**src/rtl/serial_magnitude_comparator.sv**
```systemverilog
// serial_magnitude_comparator
//
// Word-level magnitude compare built by stepping a 1-bit compare cell over
// the operands MSB-first, one bit position per clock. The first differing
// bit decides the result. If no bit differs, the operands are equal.
//
// Ports
//   clk          rising-edge clock
//   rst_n        asynchronous active-low reset
//   in_valid     operand pair valid
//   in_ready     block can accept an operand pair (registered)
//   a, b         operands, WIDTH bits
//   signed_mode  1 = two's-complement compare, captured together with a/b
//   out_valid    result valid (registered)
//   out_ready    downstream accepts the result
//   smaller      A < B
//   equal        A == B
//   greater      A > B
//   bit_count    number of bit positions examined for the current/last result
//
// State table
//   state | meaning
//   IDLE  | waiting for an operand pair, in_ready=1
//   SHIFT | examining one bit position per clock, MSB first
//   DONE  | result presented, out_valid=1, waiting for out_ready

module serial_magnitude_comparator #(
    parameter int WIDTH = 8
) (
    input  logic                     clk,
    input  logic                     rst_n,
    input  logic                     in_valid,
    output logic                     in_ready,
    input  logic [WIDTH-1:0]         a,
    input  logic [WIDTH-1:0]         b,
    input  logic                     signed_mode,
    output logic                     out_valid,
    input  logic                     out_ready,
    output logic                     smaller,
    output logic                     equal,
    output logic                     greater,
    output logic [$clog2(WIDTH):0]   bit_count
);

    localparam int PW = $clog2(WIDTH);
    localparam int CW = PW + 1;

    typedef enum logic [1:0] {
        IDLE,
        SHIFT,
        DONE
    } state_t;

    state_t           state;
    logic [WIDTH-1:0] sa;
    logic [WIDTH-1:0] sb;
    logic             smode;
    logic [PW-1:0]    pos;

    logic msb_a;
    logic msb_b;
    logic first_pos;

    assign msb_a     = sa[WIDTH-1];
    assign msb_b     = sb[WIDTH-1];
    // Nothing has been examined yet, so the current MSB is the sign bit.
    assign first_pos = (bit_count == '0);

    always_ff @(posedge clk or negedge rst_n) begin
        if (!rst_n) begin
            state     <= IDLE;
            in_ready  <= 1'b1;
            out_valid <= 1'b0;
            smaller   <= 1'b0;
            equal     <= 1'b0;
            greater   <= 1'b0;
            bit_count <= '0;
            sa        <= '0;
            sb        <= '0;
            smode     <= 1'b0;
            pos       <= '0;
        end else begin
            case (state)
                IDLE: begin
                    if (in_valid) begin
                        sa        <= a;
                        sb        <= b;
                        smode     <= signed_mode;
                        pos       <= PW'(WIDTH - 1);
                        smaller   <= 1'b0;
                        equal     <= 1'b0;
                        greater   <= 1'b0;
                        bit_count <= '0;
                        in_ready  <= 1'b0;
                        state     <= SHIFT;
                    end
                end

                SHIFT: begin
                    bit_count <= bit_count + CW'(1);
                    if (msb_a != msb_b) begin
                        // A set sign bit means the more negative operand,
                        // so the sense flips on the first signed position.
                        if (smode && first_pos) begin
                            greater <= msb_b;
                            smaller <= msb_a;
                        end else begin
                            greater <= msb_a;
                            smaller <= msb_b;
                        end
                        out_valid <= 1'b1;
                        state     <= DONE;
                    end else if (pos == '0) begin
                        equal     <= 1'b1;
                        out_valid <= 1'b1;
                        state     <= DONE;
                    end else begin
                        sa  <= {sa[WIDTH-2:0], 1'b0};
                        sb  <= {sb[WIDTH-2:0], 1'b0};
                        pos <= pos - PW'(1);
                    end
                end

                DONE: begin
                    // Results stay put after the handshake until the next accept.
                    if (out_ready) begin
                        out_valid <= 1'b0;
                        in_ready  <= 1'b1;
                        state     <= IDLE;
                    end
                end

                default: begin
                    out_valid <= 1'b0;
                    in_ready  <= 1'b1;
                    state     <= IDLE;
                end
            endcase
        end
    end

endmodule

```
**config.mk**
```make
export PLATFORM = sky130hd
export DESIGN_NAME = serial_magnitude_comparator
export DESIGN_NICKNAME = d
export VERILOG_FILES = /design/src/rtl/serial_magnitude_comparator.sv
export SDC_FILE = /design/constraint.sdc
export NUM_CORES = 1
export LEC_CHECK = 0
export BUFFER_PORTS_ARGS = -buffer_cell sky130_fd_sc_hd__buf_4
export CORE_MARGIN = 2
export CORE_UTILIZATION = 55
export DETAILED_ROUTE_END_ITERATION = 7
export PLACE_DENSITY = 0.79
export SKIP_CTS_REPAIR_TIMING = 1
export SYNTH_ARGS = -nofsm -noshare
export SYNTH_HDL_FRONTEND = slang
export SYNTH_SLANG_ARGS = --single-unit
```
**constraint.sdc**
```tcl
create_clock -name clk -period 2 [get_ports clk]
set_input_delay 0.2 -clock clk [delete_from_list [all_inputs] [get_ports clk]]
set_output_delay 0.2 -clock clk [all_outputs]
set_load 0.05 [all_outputs]
```
==> impl_results.md <==
* Fraction of final layout cells with drive strength greater than 1 at 0.4327
* Clock latency on the worst-skew pair at 0.34 ns
* Period utilisation layout at 0.8985
* Dominant cells by area after synthesis: dfrtp_1 45%, mux2_2 14%, mux2_4 6.3%
* Slowest-stage cell, CP: dfrtp_1
* Slew Viols, Final at 0
* Final setup viols at 0
* Worst hold path type: in -> reg
* Worst relative slew slack at 0.5707
* CTS buffer count at 5
* Startpoint Class: flip-flop
* Buffers added on ports at 29
* Max Buffers Root-to-Sink at 2
* Setup TNS at 0 ns
* Die Span X at 59.13 um
* Vias in the first global route at 1114
* RSZ-0062 raised after global routing: no
* Worst Tran Pin Value at 0.6354 ns
* Hold Crit Depth at 2
* Status: completed
* Clk root buf: clkbuf_4
* Final Hold Violating Endpoints at 0
* First-pass GRT wire length at 4871 um
* Hold EP: state[1]$_DFFE_PN0P_
* Flop-to-flop setup slack at 0.20 ns
* Worst Path Arrival at 2.03 ns
* Residual DRC count at 0
* Die height at 59.13 um
* Max Clock Freq at 556.5 MHz
* Die ar. at 0.003496 mm^2
* ANT nets after route at 0
* CP max stage delay at 0.37 ns
* Worst VDD drop at 801.2 uV
* Post-DP HPWL at 2096 um
* Per-cell routed wire length at 14.66 um
* Most frequent cells in the layout: 33 x buf_4, 30 x dfrtp_1, 21 x mux2_2, 10 x nand2_1, 7 x mux2_4
* Clock transition at the registers of the reported paths at 0.10 ns
* Drt initial violations at 42
* Total core area at 0.002978 mm^2
* Area growth, synth to finish at 16.54%
* Mapped Avg Cell Area at 12.38 um^2
* Drt first pass iters at 4
* Finished Layout Cells at 204
* CTS H-tree depth at 2
* Gr usage total at 0.1931
* Seq/Total Area, Yosys at 0.4648
* Initial antenna violation count at 0
* Hold WS at 0.04082 ns
* Commonest non-fill, non-tap cell in the layout: buf_4
* Critical R2R Launch: pos[0]$_DFFE_PN0P_
* R2R cell count at 6
* Number of distinct library cells after synthesis at 37
* CTS tree: built
* Setup CP Type: reg -> reg
* N_diodes at 0
* Critical path peak fanout at 17
* Worst Skew at 0.007748 ns
* Total clock sinks at 31
* Final Net Count at 195
* Yosys top cell by area: dfrtp_1
* Row cnt at 20
* Min-delay src: out_ready
* Yosys reg bits at 31
* Yosys top cell area share at 0.4491
* Ports at 30
* Crit path time final at 1.797 ns
* Vias per cell at 5.534
* Finished Core Util at 0.6542
* Crit. End Element: flip-flop
* P_leak at 0.9132 nW
* Post-Place Cells at 195
* Synthesis Warnings at 0
* Initial Utilization at 0.5613
* MaxCap Viol Count at 0
* Total power at 3.158 mW
* Routability Congestion at 0.7879
* Worst r2r dst: sb[6]$_DFFE_PN0P_
* Req. time, crit path at 2.23 ns
* Fillers at 224
* Post-Syn Area at 0.001672 mm^2
* Syn Nets at 160
* Worst path cell trace: inv_1, ha_1, nor2b_1, o31ai_4, buf_12, mux2_2
* Largest net degree at the start of global routing at 32
* Power density cells at 1621 mW/mm^2
* Remaining Overflow, GRT at 0
* Via count at 1129
* Final wirelength at 2991 um
* Post-synthesis cell count at 135
==> worst max-delay path, delay by kind of cell, from the launching register on <==
kind | cells | cell delay [ns]
mux | 1 | 0.34
buf+inv | 2 | 0.28
fa+ha+maj | 1 | 0.21
flops | 1 | 0.37
simple gates | 1 | 0.20
compound gates | 1 | 0.30
==> per-stage QoR <==
step	setup WS [ns]	instance area (um^2)
final	0.2030	1948
after global routing	0.1495	1948
after CTS	0.2071	1938
after detailed placement	0.2155	1888
after global placement	0.2871	1888
after floorplan	0.1965	1672
==> where the power goes <==
group	switching [mW]	internal, mW
registers	0.228	0.916
clock network	0.214	0.137
logic	0.812	0.852
==> sequential cells by signal, summed over array words and instances, names as in the netlist <==
register and cells:
pos 3, out_valid 1, smode 1, sb 8, greater 1, sa 8
smaller 1, state 2, equal 1, bit_count 4, in_ready 1
==> layout make-up <==
cell class              count  area [um^2]  area share
clock buffers               7        45.04     0.02312
repair buffers             35        277.8      0.1426
well taps                  33        41.29     0.02119
inverters                   6        22.52     0.01156
multi-input cells          91        779.5      0.4001
clock inverters             1        5.005    0.002569
flip-flops and latches     31        777.0      0.3988
==> per-layer routing <==
| metal | GRT usage | wire length, um | vias up |
|---|---|---|---|
| met1 | 0.2238 | 1331 | 533 |
| met5 | 0 | 0 | - |
| met4 | 0.08442 | 47 | 0 |
| met3 | 0.07424 | 183 | 7 |
| met2 | 0.3175 | 1428 | 40 |
| li1 | - | - | 549 |
==> cells by family (layout without fill, tap and decap cells) <==
| family | after synthesis | in the layout | share of synthesized area |
|---|---|---|---|
| buffers and inverters | 13 | 49 | 0.06886 |
| xor gates and xnor gates | 3 | 3 | 0.01572 |
| and+or+nand+nor | 36 | 36 | 0.1190 |
| DFF | 31 | 31 | 0.4648 |
| AOI/OAI and AO/OA | 16 | 16 | 0.07335 |
| muxes | 32 | 32 | 0.2283 |
| adders and majority gates | 4 | 4 | 0.02994 |
==> worst max path at each step <==
stage | startpoint | end
after floorplan | pos[0]$_DFFE_PN0P_ | sa[5]$_DFFE_PN0P_
after global placement | pos[0]$_DFFE_PN0P_ | sa[3]$_DFFE_PN0P_
after detailed placement | pos[0]$_DFFE_PN0P_ | sb[4]$_DFFE_PN0P_
after CTS | pos[0]$_DFFE_PN0P_ | sb[4]$_DFFE_PN0P_
after global routing | pos[0]$_DFFE_PN0P_ | sb[4]$_DFFE_PN0P_
final | pos[0]$_DFFE_PN0P_ | sb[6]$_DFFE_PN0P_
==> cell usage after synthesis <==
| library cell | number |
|---|---|
| nor4bb_1 | 1 |
| nor2_1 | 6 |
| nand3b_1 | 1 |
| and3_1 | 1 |
| or3b_1 | 1 |
| nand2b_1 | 1 |
| mux2_2 | 21 |
| inv_1 | 6 |
| o31ai_4 | 1 |
| dfrtp_1 | 30 |
| and2_2 | 1 |
| o31ai_1 | 2 |
| nor3_1 | 2 |
| nand3_1 | 5 |
| nor3b_1 | 1 |
| nor4_1 | 1 |
| a211oi_1 | 1 |
| clkbuf_8 | 2 |
| a31oi_1 | 1 |
| xor2_1 | 2 |
| ha_1 | 4 |
| mux2_4 | 7 |
| xnor2_1 | 1 |
| and4bb_2 | 2 |
| a21oi_1 | 1 |
| nand2_1 | 10 |
| mux2i_1 | 4 |
| dfstp_2 | 1 |
| o21ba_2 | 1 |
| o211ai_1 | 2 |
| nor2b_1 | 2 |
| o21ai_0 | 5 |
| buf_12 | 1 |
| a311oi_1 | 1 |
| nand4_1 | 1 |
| o22a_1 | 1 |
| buf_6 | 4 |
(Power assumes the default switching activity.)
